--- config.mk ---
export PLATFORM = sky130hd
export DESIGN_NAME = fetch_stage
export DESIGN_NICKNAME = d
export VERILOG_FILES = /design/src/rtl/fetch_pkg.sv /design/src/rtl/fetch_stage_sat_counter.sv /design/src/rtl/fetch_stage.sv
export SDC_FILE = /design/constraint.sdc
export NUM_CORES = 1
export LEC_CHECK = 0
export CORE_MARGIN = 10
export CORE_UTILIZATION = 46
export CTS_BUF_LIST = sky130_fd_sc_hd__clkbuf_4 sky130_fd_sc_hd__clkbuf_8 sky130_fd_sc_hd__clkbuf_16
export CTS_CLUSTER_SIZE = 16
export DETAILED_ROUTE_END_ITERATION = 7
export DONT_BUFFER_PORTS = 1
export PLACE_DENSITY = 0.59
export SYNTH_ARGS = -nofsm -noshare
export SYNTH_HDL_FRONTEND = slang
export SYNTH_SLANG_ARGS = --single-unit
--- constraint.sdc ---
create_clock -name clk -period 2.6 [get_ports clk]
set_input_delay 0.52 -clock clk [delete_from_list [all_inputs] [get_ports clk]]
set_output_delay 0.52 -clock clk [all_outputs]
set_load 0.005 [all_outputs]
--- src/rtl/fetch_pkg.sv ---
// Shared pipeline constants: bubble word, opcodes and fetch states.
// Imported by the fetch stage and its helpers.
package fetch_pkg;

  localparam logic [31:0] NOP_IR = 32'h6800_0000;

  localparam logic [4:0] OPC_NOP  = 5'b01101;
  localparam logic [4:0] OPC_B    = 5'b10010;
  localparam logic [4:0] OPC_BEQ  = 5'b10000;
  localparam logic [4:0] OPC_BGT  = 5'b10001;
  localparam logic [4:0] OPC_CALL = 5'b10011;
  localparam logic [4:0] OPC_RET  = 5'b10100;
  localparam logic [4:0] OPC_LD   = 5'b01110;
  localparam logic [4:0] OPC_ST   = 5'b01111;
  localparam logic [4:0] OPC_HLT  = 5'b11111;
  localparam logic [4:0] HLT_OPC  = OPC_HLT;

  typedef enum logic [1:0] {
    FILL,
    RUN,
    HALTED
  } fetch_state_e;

  function automatic logic [4:0] opcode(
    input logic [31:0] ir
  );
    return ir[31:27];
  endfunction

endpackage

--- src/rtl/fetch_stage_sat_counter.sv ---
// Saturating up-counter with synchronous clear.
// Sticks at all-ones instead of wrapping.
module sat_counter #(
  parameter int CNT_W = 16
) (
  input  logic             clk,
  input  logic             clear,
  input  logic             inc,
  output logic [CNT_W-1:0] count
);

  always_ff @(posedge clk) begin
    if (clear) begin
      count <= '0;
    end else if (inc && (count != '1)) begin
      count <= count + 1'b1;
    end
  end

endmodule

--- src/rtl/fetch_stage.sv ---
// Instruction fetch: PC register, IF/OF latch, flush/stall/halt control.
// Only imem_addr is combinational (alias of the PC).
module fetch_stage
  import fetch_pkg::*;
#(
  parameter logic [31:0] RESET_PC = 32'h0000_0000,
  parameter logic [31:0] PC_STEP  = 32'd4,
  parameter int          CNT_W    = 16
) (
  input  logic             clk,
  input  logic             rst,
  input  logic             isDataInterLock,
  input  logic             isBranchTaken,
  input  logic [31:0]      branchPC,
  output logic [31:0]      imem_addr,
  input  logic [31:0]      imem_data,
  output logic [31:0]      output_OF_IR,
  output logic [31:0]      output_OF_PC,
  output logic             halted,
  output logic [CNT_W-1:0] stall_cnt,
  output logic [CNT_W-1:0] flush_cnt
);

  fetch_state_e state, state_n;
  logic [31:0]  pc, pc_n;
  logic [31:0]  ir_n, ofpc_n;
  logic         halted_n;
  logic         stall_inc, flush_inc;

  assign imem_addr = pc;

  always_ff @(posedge clk) begin
    if (rst) begin
      state        <= FILL;
      pc           <= RESET_PC;
      output_OF_IR <= NOP_IR;
      output_OF_PC <= '0;
      halted       <= 1'b0;
    end else begin
      state        <= state_n;
      pc           <= pc_n;
      output_OF_IR <= ir_n;
      output_OF_PC <= ofpc_n;
      halted       <= halted_n;
    end
  end

  always_comb begin
    state_n   = state;
    pc_n      = pc;
    ir_n      = output_OF_IR;
    ofpc_n    = output_OF_PC;
    halted_n  = halted;
    stall_inc = 1'b0;
    flush_inc = 1'b0;
    unique case (state)
      FILL: begin
        ir_n    = imem_data;
        ofpc_n  = pc;
        pc_n    = pc + PC_STEP;
        state_n = RUN;
      end
      RUN: begin
        if (isBranchTaken) begin
          pc_n      = branchPC;
          ir_n      = NOP_IR;
          ofpc_n    = '0;
          flush_inc = 1'b1;
        end else if (isDataInterLock) begin
          stall_inc = 1'b1;
        end else begin
          ir_n   = imem_data;
          ofpc_n = pc;
          // HLT parks the PC on its own address
          if (opcode(imem_data) == HLT_OPC) begin
            state_n = HALTED;
          end else begin
            pc_n = pc + PC_STEP;
          end
        end
      end
      HALTED: begin
        if (isBranchTaken) begin
          pc_n      = branchPC;
          ir_n      = NOP_IR;
          ofpc_n    = '0;
          flush_inc = 1'b1;
          halted_n  = 1'b0;
          state_n   = RUN;
        end else begin
          halted_n = 1'b1;
          if (isDataInterLock) begin
            stall_inc = 1'b1;
          end else begin
            ir_n   = NOP_IR;
            ofpc_n = '0;
          end
        end
      end
      default: state_n = FILL;
    endcase
  end

  sat_counter #(.CNT_W(CNT_W)) u_stall_cnt (
    .clk   (clk),
    .clear (rst),
    .inc   (stall_inc),
    .count (stall_cnt)
  );

  sat_counter #(.CNT_W(CNT_W)) u_flush_cnt (
    .clk   (clk),
    .clear (rst),
    .inc   (flush_inc),
    .count (flush_cnt)
  );

endmodule

==> impl_metrics.yaml, run 1 <==
sta:
  tns_ns: 0
  finalSetupViolations: 0
  slew_viol_final: 0
  finalHoldViolCount: 0
  finalCritPeriodShare: 0.906
  grt_setup_unrepaired: "false"
  fin_crit_ns: 2.36
  max_freq_mhz: 424
  slew_headroom: 0.540
  clock-skew-final_ns: 0.00566
  fin_ws_ns: 0.243
  worstMarginPinSlew_ns: 0.683
synthesis:
  synth_seq_cells: 131
  yosys_most_used_dff: "dfxtp_1"
  synth-edff-count: 0
  netlist_top_cells_count: "dfxtp_1 (131), nand2_1 (103), a21oi_1 (96), nand3_1 (79), nor2_1 (48)"
  yosys_warnings: 0
  synth_top_area_cell: "dfxtp_1"
  yosysSeqAreaShare: 0.421
  netlist_top_cells_area: "dfxtp_1 (42%), a21oi_1 (7.7%), nand3_1 (6.3%)"
  synth_top_area_frac: 0.421
  synth.most_common_cell: "dfxtp_1"
  syn_inst: 786
  yosysUniqueCellTypes: 66
  synth_area_per_cell_um2: 7.93
  synthArstFlopShare: 0
  syn_nets: 861
  synth_area_um2: 6230
worst_setup_path:
  worstPathArrival_ns: 2.66
  end_kind: "flop"
  timing.reg2reg.setup_slack_ns: 0.24
  critPathRequiredTime_ns: 2.90
  r2r_end: "imem_addr[14]$_SDFFE_PP0P_"
  cp-start-kind: "flop"
  crit_type: "reg -> reg"
  r2r-start: "state[0]$_SDFFE_PP0P_"
  rr_worst_depth: 7
  cp_max_fo: 17
routing:
  routed_wl_mm: 20.0
  drtIter0Drc: 685
  viasPerCell: 6.15
  wl_per_cell_um: 20.8
  dr_total_vias: 5919
  drc_errors: 0
  ant_nets: 0
  drt_first_pass_iters: 5
cells_and_area:
  drive_gt1_frac: 0.0954
  final_cell_area_um2: 7110
  syn_to_final_growth_pct: 14.0
  nets: 848
power:
  clkPwrFrac: 0.479
  sw_frac_of_total: 0.256
  power_per_cell_area_nw_per_um2: 767
  p_switching_mw: 1.39
  pwr-share-seq: 0.404
  leakagePower_nw: 2.44
  p_int_mw: 4.06
  ir_drop_mv: 0.448
  p_comb_frac: 0.117
clocking:
  ctsResizeCount: 0
  hold_buffers: 0
  cts.reportedPaths.clkPinSlew_ns: 0.06
  clockRootBuffer: "clkbuf_16"
  cts_buffer_depth: 2
  clk_latency_ns: 0.42
  htreeDepth: 4
  postCtsSetupRepairBufs: 0
  cts-buffers-inserted: 17
  cts.sinks: 131
  tritoncts: "done"
hold_path:
  hold_depth: 1
  whs_endpoint: "output_OF_IR[5]$_SDFFE_PP0P_"
  hp-class: "in -> reg"
  min_from: "rst"
global_routing:
  grt_util_all_layers: 0.209
  grt_pass1_wl_mm: 31.2
  antenna_found_initial: 1
  grt_max_degree: 122
  grt_overflow: 0
  grt_pass1_vias: 5538
run:
  max_cap_violations: 0
place:
  place_worst_setup_slack_ns: 0.252
  gp_congestion: 0.903
  io_buffers: 0
  dpl.hpwl_mm: 14.5
  placed_area_um2: 6450
floorplanning:
  row_count: 42
  start_util: 0.471
  fp.dieArea_um2: 18600
  io_pins: 197
  die_y_um: 136
  core-area_um2: 13200
  die_width_um: 136
outcome:
  status: "completed"
==> metal layers <==
metal / track usage / vias up / part of all wire
met5: 0 / - / 0
met1: 0.256 / 2807 / 0.41
li1: - / 2826 / -
met4: 0.0905 / 0 / 0.025
met2: 0.324 / 250 / 0.46
met3: 0.0764 / 36 / 0.10
==> flip-flops by register name (all words and copies together) (netlist names) <==
signal	count
u_stall_cnt.count	16
u_flush_cnt.count	16
state	2
imem_addr	32
output_OF_IR	32
halted	1
output_OF_PC	32
==> power groups by stage <==
stage	logic [mW]	registers, mW	clock network (mW)
after floorplan	0.463	2.22	0
after global placement	0.618	2.25	0
after detailed placement	0.639	2.25	0
after CTS	0.640	2.20	2.65
after global routing	0.709	2.21	2.76
final	0.638	2.20	2.61
==> cell type report <==
cell class	count	area (um^2)
multi-input combinational	580	3310
clock buffer	23	502
sequential	131	2620
clock inverter	9	149
tap	176	220
fill	1287	6140
antenna	1	2.50
timing repair buffer	27	240
inverter	16	60.1
==> worst max-delay path, stage by stage (launching register included) <==
cell	delay (ns)
dfxtp_1	0.38
inv_1	0.08
ha_1	0.64
and2_1	0.52
buf_4	0.28
nor4_1	0.07
o21ai_0	0.17
a21oi_1	0.09
==> logic make-up after synthesis <==
logic type                 Yosys count  share of synthesized area
muxes                                3                    0.00482
and+or+nand+nor                    343                      0.276
AOI/OAI and AO/OA                  204                      0.202
adders and majority gates            7                     0.0141
xor gates and xnor gates            23                     0.0323
DFF                                131                      0.421
buffers and inverters               75                     0.0498
==> how the worst max path moves through the flow <==
| stage | from | to | slack, ns | cells after the start |
|---|---|---|---|---|
| final | state[0]$_SDFFE_PP0P_ | imem_addr[14]$_SDFFE_PP0P_ | 0.24 | 7 |
| after global routing | state[0]$_SDFFE_PP0P_ | u_stall_cnt.count[15]$_SDFFE_PP0P_ | 0.06 | 7 |
| after detailed placement | state[0]$_SDFFE_PP0P_ | u_stall_cnt.count[15]$_SDFFE_PP0P_ | 0.25 | 7 |
| after global placement | state[0]$_SDFFE_PP0P_ | u_stall_cnt.count[15]$_SDFFE_PP0P_ | 0.34 | 7 |
| after floorplan | state[0]$_SDFFE_PP0P_ | imem_addr[14]$_SDFFE_PP0P_ | 0.63 | 9 |
| after CTS | state[0]$_SDFFE_PP0P_ | u_stall_cnt.count[15]$_SDFFE_PP0P_ | 0.24 | 7 |
==> cells in the final DEF (no fill, tap or decap), types with 10 or more instances in the layout <==
| master | n |
|---|---|
| clkbuf_16 | 17 |
| nor3_1 | 20 |
| nor4_1 | 11 |
| buf_4 | 24 |
| nor2_1 | 48 |
| o211ai_1 | 11 |
| xnor2_1 | 10 |
| nand2_1 | 102 |
| dfxtp_1 | 131 |
| and3_1 | 18 |
| inv_1 | 16 |
| a21oi_1 | 96 |
| xor2_1 | 13 |
| o21ai_0 | 35 |
| nand4_1 | 19 |
| nand3_1 | 79 |
==> metrics by stage <==
stage                      util  total power [mW]  instances  hold WS, ns
final                     0.537              5.45        963        0.164
after global routing      0.537              5.68        963        0.146
after CTS                 0.536              5.50        962        0.158
after detailed placement  0.487              2.89        930        0.468
after global placement    0.487              2.86        930        0.460
after floorplan               -              2.68        786        0.448
Note: power is estimated with default switching activity, not from simulation.
==> inputs of run 2 (changes only) <==
--- a/config.mk
+++ b/config.mk
@@ -5,13 +5,17 @@
 export SDC_FILE = /design/constraint.sdc
 export NUM_CORES = 1
 export LEC_CHECK = 0
+export CELL_PAD_IN_SITES_DETAIL_PLACEMENT = 0
+export CELL_PAD_IN_SITES_GLOBAL_PLACEMENT = 1
 export CORE_MARGIN = 10
-export CORE_UTILIZATION = 46
+export CORE_UTILIZATION = 45
 export CTS_BUF_LIST = sky130_fd_sc_hd__clkbuf_4 sky130_fd_sc_hd__clkbuf_8 sky130_fd_sc_hd__clkbuf_16
 export CTS_CLUSTER_SIZE = 16
 export DETAILED_ROUTE_END_ITERATION = 7
 export DONT_BUFFER_PORTS = 1
-export PLACE_DENSITY = 0.59
+export HOLD_SLACK_MARGIN = 0.06
+export PLACE_DENSITY = 0.77
+export SLEW_MARGIN = 20
 export SYNTH_ARGS = -nofsm -noshare
 export SYNTH_HDL_FRONTEND = slang
 export SYNTH_SLANG_ARGS = --single-unit
==> run 2 against run 1 <==
  * Via count hardly changed
  * Critical path depth is 1 higher
  * Highest routed layer unchanged
  * Sequential power hardly changed
  * Final area hardly changed
  * Sequential cell count stayed put
  * Worst hold slack worse by 0.00094 ns
  * Register-to-register slack better by 0.03 ns
  * Total power is 2.0% higher
  * First-iteration DRC count is 23% lower
  * Clock-buffer cell count is 5 lower
  * Largest cell class unchanged
  * Combinational power is 2% lower
  * Sequential share of layout area hardly changed
  * Critical endpoint is now output_OF_PC[29]$_SDFFE_PP0P_
==> impl_metrics.yaml, run 2 (synthesis gave the netlist of run 1 again) <==
sta:
  tns_ns: 0
  finalHoldViolCount: 0
  max_freq_mhz: 429
  clock-skew-final_ns: 0.00754
  grt_setup_unrepaired: "false"
  finalCritPeriodShare: 0.896
  finalSetupViolations: 0
  fin_ws_ns: 0.272
  fin_crit_ns: 2.33
  slew_viol_final: 0
  slew_headroom: 0.543
  worstMarginPinSlew_ns: 0.679
routing:
  drt_first_pass_iters: 5
  routed_wl_mm: 20.5
  top_layer: "met4"
  drtIter0Drc: 527
  wl_met1_mm: 8.19
  met2_length_mm: 9.55
  ant_nets: 0
  viasPerCell: 6.15
  dr_wl_met3_mm: 2.40
  wl_per_cell_um: 21.3
  drc_errors: 0
  dr_total_vias: 5917
power:
  power_per_cell_area_nw_per_um2: 783
  power_mw: 5.56
  ir_drop_mv: 0.439
  leakagePower_nw: 2.42
hold_path:
  min_from: "rst"
  hp-class: "in -> reg"
  whs_endpoint: "u_stall_cnt.count[12]$_SDFFE_PP0P_"
  hold_depth: 1
worst_setup_path:
  worstPathArrival_ns: 2.67
  rr_worst_depth: 8
  cp_slowest_cell: "buf_4"
  cp_cell_sequence: "inv_1, ha_1, nand2b_1, nand2_2, buf_4, buf_4, nand3_1, a21oi_1"
  cp_max_fo: 33
  end_kind: "flop"
  crit_top_cell: "buf_4"
  critPathRequiredTime_ns: 2.94
  cp-start-kind: "flop"
  r2r_end: "output_OF_PC[29]$_SDFFE_PP0P_"
  r2r-start: "state[1]$_SDFFE_PP0P_"
  timing.reg2reg.setup_slack_ns: 0.27
  cp_slowest_stage_delay_ns: 0.43
  crit_type: "reg -> reg"
place:
  dp.cells: 929
  dpl.hpwl_mm: 14.6
  io_buffers: 0
  place_worst_setup_slack_ns: 0.194
  gp_congestion: 0.852
global_routing:
  grt_overflow: 0
  grt_pass1_vias: 5494
  antenna_found_initial: 1
  grt_util_all_layers: 0.208
  grt_max_degree: 122
  grt_pass1_wl_mm: 31.3
cells_and_area:
  final_cell_mix: "dfxtp_1 (131), nand2_1 (102), a21oi_1 (96)"
  syn_to_final_growth_pct: 14.0
  drive_gt1_frac: 0.0955
  nets: 847
  final_common_cell: "dfxtp_1"
  stdcell_count: 962
  fin_util: 0.530
clocking:
  cts_buffer_depth: 2
  cts.reportedPaths.clkPinSlew_ns: 0.06
  cts-buffers-inserted: 17
  hold_buffers: 0
  clk_latency_ns: 0.43
  tritoncts: "done"
  postCtsSetupRepairBufs: 0
  clockRootBuffer: "clkbuf_16"
  htreeDepth: 4
  cts.sinks: 131
  ctsResizeCount: 0
floorplanning:
  start_util: 0.465
  die_y_um: 138
  fp.dieArea_um2: 19000
  core-area_um2: 13400
  row_count: 42
  die_width_um: 138
  io_pins: 197
run:
  max_cap_violations: 0
outcome:
  status: "completed"
run 2: cell count changes in the layout (fill, tap and decap cells not counted), sizes merged:
cell,previous run,this run
inv,16,17
clkinv,5,3
bufinv,4,6
clkbuf,23,18
buf,27,26
clkinvlp,0,4
run 2: metal layers:
layer,vias up,global-route usage
li1,2827,-
met1,2809,0.247
met2,252,0.331
met3,29,0.0903
met4,0,0.0662
met5,-,0
run 2: worst max-delay path by stage:
stage	from	to	slack (ns)	depth (start not counted)
floorplan	state[0]$_SDFFE_PP0P_	imem_addr[14]$_SDFFE_PP0P_	0.63	9
global placement	state[0]$_SDFFE_PP0P_	u_flush_cnt.count[14]$_SDFFE_PP0P_	0.31	7
detailed placement	state[0]$_SDFFE_PP0P_	u_stall_cnt.count[15]$_SDFFE_PP0P_	0.19	7
CTS	state[1]$_SDFFE_PP0P_	u_stall_cnt.count[15]$_SDFFE_PP0P_	0.18	7
global route	state[1]$_SDFFE_PP0P_	output_OF_PC[29]$_SDFFE_PP0P_	0.13	8
finish	state[1]$_SDFFE_PP0P_	output_OF_PC[29]$_SDFFE_PP0P_	0.27	8
run 2: layout make-up:
type / count / area, um^2
Antenna cell: 1 / 2.50
Clock buffer: 18 / 433
Clock inverter: 14 / 234
Fill cell: 1294 / 6290
Inverter: 16 / 60.1
Multi-Input combinational cell: 580 / 3310
Sequential cell: 131 / 2620
Tap cell: 176 / 220
Timing Repair Buffer: 26 / 220
run 2: report_power, final:
part	total, mW	switching [mW]	internal (mW)
Combinational	0.628	0.421	0.207
Clock	2.73	0.921	1.80
Sequential	2.21	0.105	2.10
run 2: critical path, delay by kind of cell (launching register included):
family,cells,cell delay [ns]
adders and majority gates,1,0.30
buffers and inverters,3,0.85
and+or+nand+nor,3,0.54
AOI/OAI and AO/OA,1,0.18
DFF,1,0.34
run 2: stage by stage:
step / hold WS, ns / cell area, um^2
finish: 0.163 / 7110
global route: 0.149 / 7110
CTS: 0.161 / 7100
detailed placement: 0.467 / 6430
global placement: 0.460 / 6430
floorplan: 0.448 / 6230
==> inputs of run 3 (changes only) <==
--- a/config.mk
+++ b/config.mk
@@ -10,11 +10,13 @@
 export CORE_MARGIN = 10
 export CORE_UTILIZATION = 45
 export CTS_BUF_LIST = sky130_fd_sc_hd__clkbuf_4 sky130_fd_sc_hd__clkbuf_8 sky130_fd_sc_hd__clkbuf_16
+export CTS_CLUSTER_DIAMETER = 30
 export CTS_CLUSTER_SIZE = 16
 export DETAILED_ROUTE_END_ITERATION = 7
 export DONT_BUFFER_PORTS = 1
 export HOLD_SLACK_MARGIN = 0.06
 export PLACE_DENSITY = 0.77
+export REMOVE_ABC_BUFFERS = 1
 export SLEW_MARGIN = 20
 export SYNTH_ARGS = -nofsm -noshare
 export SYNTH_HDL_FRONTEND = slang
==> constraint.sdc (replaced) <==
create_clock -name clk -period 2.2 [get_ports clk]
set_input_delay 0.44 -clock clk [delete_from_list [all_inputs] [get_ports clk]]
set_output_delay 0.44 -clock clk [all_outputs]
set_load 0.005 [all_outputs]
==> run 3 against run 2 <==
  * Final area is 3.7% higher
  * Register-to-register slack worse by 0.12 ns
  * Cell count is 3.0% higher
  * Sequential power is 17% higher
  * Via count is 0.10% higher
  * Fmax is 14% higher
  * Critical path depth is 2 lower
  * Clock-buffer cell count is 7 higher
  * Clock skew is 0.00088 ns higher
  * Global-route usage is 0.70 points lower
  * Combinational power is 30% higher
  * First-iteration DRC count is 43% lower
  * Critical path type unchanged
==> impl_metrics.yaml, run 3 (synthesis gave the netlist of run 1 again) <==
cells_and_area:
  nets: 876
  fillerInstances: 1259
  regArea_um2: 2620
  final_cell_mix: "dfxtp_1 (131), nand2_1 (101), a21oi_1 (96)"
  final_common_cell: "dfxtp_1"
  drive_gt1_frac: 0.135
  multiInputGateArea_um2: 3330
  syn_to_final_growth_pct: 18.2
  final_cell_area_um2: 7370
  fin_util: 0.550
place:
  dpl.hpwl_mm: 14.6
  gp_congestion: 0.936
  placed_area_um2: 6680
  io_buffers: 0
floorplanning:
  row_count: 42
  core-area_um2: 13400
  io_pins: 197
  fp.dieArea_um2: 19000
  die_width_um: 138
  start_util: 0.465
  die_y_um: 138
sta:
  tns_ns: 0
  slew_headroom: 0.561
  fin_crit_ns: 2.05
  slew_viol_final: 0
  max_freq_mhz: 488
  clock-skew-final_ns: 0.00842
  worstMarginPinSlew_ns: 0.654
  finalSetupViolations: 0
  finalHoldViolCount: 0
  finalCritPeriodShare: 0.932
power:
  leakagePower_nw: 2.58
  ir_drop_mv: 0.503
  power_per_cell_area_nw_per_um2: 871
  power_mw: 6.41
clocking:
  hold_buffers: 0
  tritoncts: "done"
  cts.reportedPaths.clkPinSlew_ns: 0.06
  cts-buffers-inserted: 17
  cts.sinks: 131
  htreeDepth: 4
  clk_latency_ns: 0.41
  cts_buffer_depth: 2
  clockRootBuffer: "clkbuf_16"
worst_setup_path:
  crit_type: "reg -> reg"
  cp_max_fo: 7
  end_kind: "flop"
  worstPathArrival_ns: 2.41
  cp-start-kind: "flop"
  critPathRequiredTime_ns: 2.56
routing:
  ant_nets: 0
  drc_errors: 0
  routed_wl_mm: 20.0
  wl_per_cell_um: 20.1
  drtIter0Drc: 300
  drt_first_pass_iters: 5
  dr_total_vias: 5923
  viasPerCell: 5.98
global_routing:
  grt_pass1_wl_mm: 30.4
  antenna_found_initial: 2
  grt_util_all_layers: 0.201
  grt_overflow: 0
  grt_pass1_vias: 5795
  grt_max_degree: 122
outcome:
  status: "completed"
hold_path:
  hp-class: "in -> reg"
run:
  max_cap_violations: 0
## run 3: where the power goes
part	switching [mW]	total (mW)	internal, mW
logic	0.515	0.819	0.304
clock network	1.01	3.01	2.01
registers	0.0969	2.58	2.48
total	1.62	6.41	4.79
## run 3: stage by stage
step | setup slack (ns) | hold slack (ns) | std cells
floorplan | -0.604 | 0.442 | 727
global placement | 0.203 | 0.462 | 957
detailed placement | 0.0415 | 0.467 | 957
CTS | 0.0367 | 0.0904 | 989
global route | -0.0503 | 0.0757 | 990
finish | 0.150 | 0.112 | 991
## run 3: final cells by class
| cell class | instances | area share |
|---|---|---|
| multi-input cells | 580 | 0.453 |
| clock buffers | 25 | 0.0719 |
| clock inverters | 7 | 0.0160 |
| well taps | 176 | 0.0299 |
| repair buffers | 55 | 0.0651 |
| diodes | 1 | 0.000340 |
| inverters | 16 | 0.00815 |
| flip-flops and latches | 131 | 0.356 |
## run 3: critical path, cell delays in order, from the launching register on
cell and delay (ns):
dfxtp_1 0.47, nand4_1 0.29, nor3_2 0.40, buf_4 0.24, nand4_1 0.14, o31ai_1 0.27, a221o_1 0.19
## run 3: routing by layer
metal / track usage / part of all wire
met5: 0 / 0.00035
met4: 0.0615 / 0.013
met3: 0.0972 / 0.11
met2: 0.344 / 0.50
met1: 0.214 / 0.37
## run 3: what timing repair did
item / CTS / global route
buffers inserted: 0 / 1
gates resized for setup: 0 / 9
setup endpoints to repair: 0 / 64
endpoints found under the hold margin: 0 / 0
## run 3: final timing paths
check | from | end | slack, ns | depth (start not counted)
max | imem_addr[7]$_SDFFE_PP0P_ | imem_addr[23]$_SDFFE_PP0P_ | 0.15 | 6
min | rst | u_flush_cnt.count[9]$_SDFFE_PP0P_ | 0.11 | 1
max reg2reg | imem_addr[7]$_SDFFE_PP0P_ | imem_addr[23]$_SDFFE_PP0P_ | 0.15 | 6
min reg2reg | output_OF_IR[9]$_SDFFE_PP0P_ | output_OF_IR[9]$_SDFFE_PP0P_ | 0.47 | 2
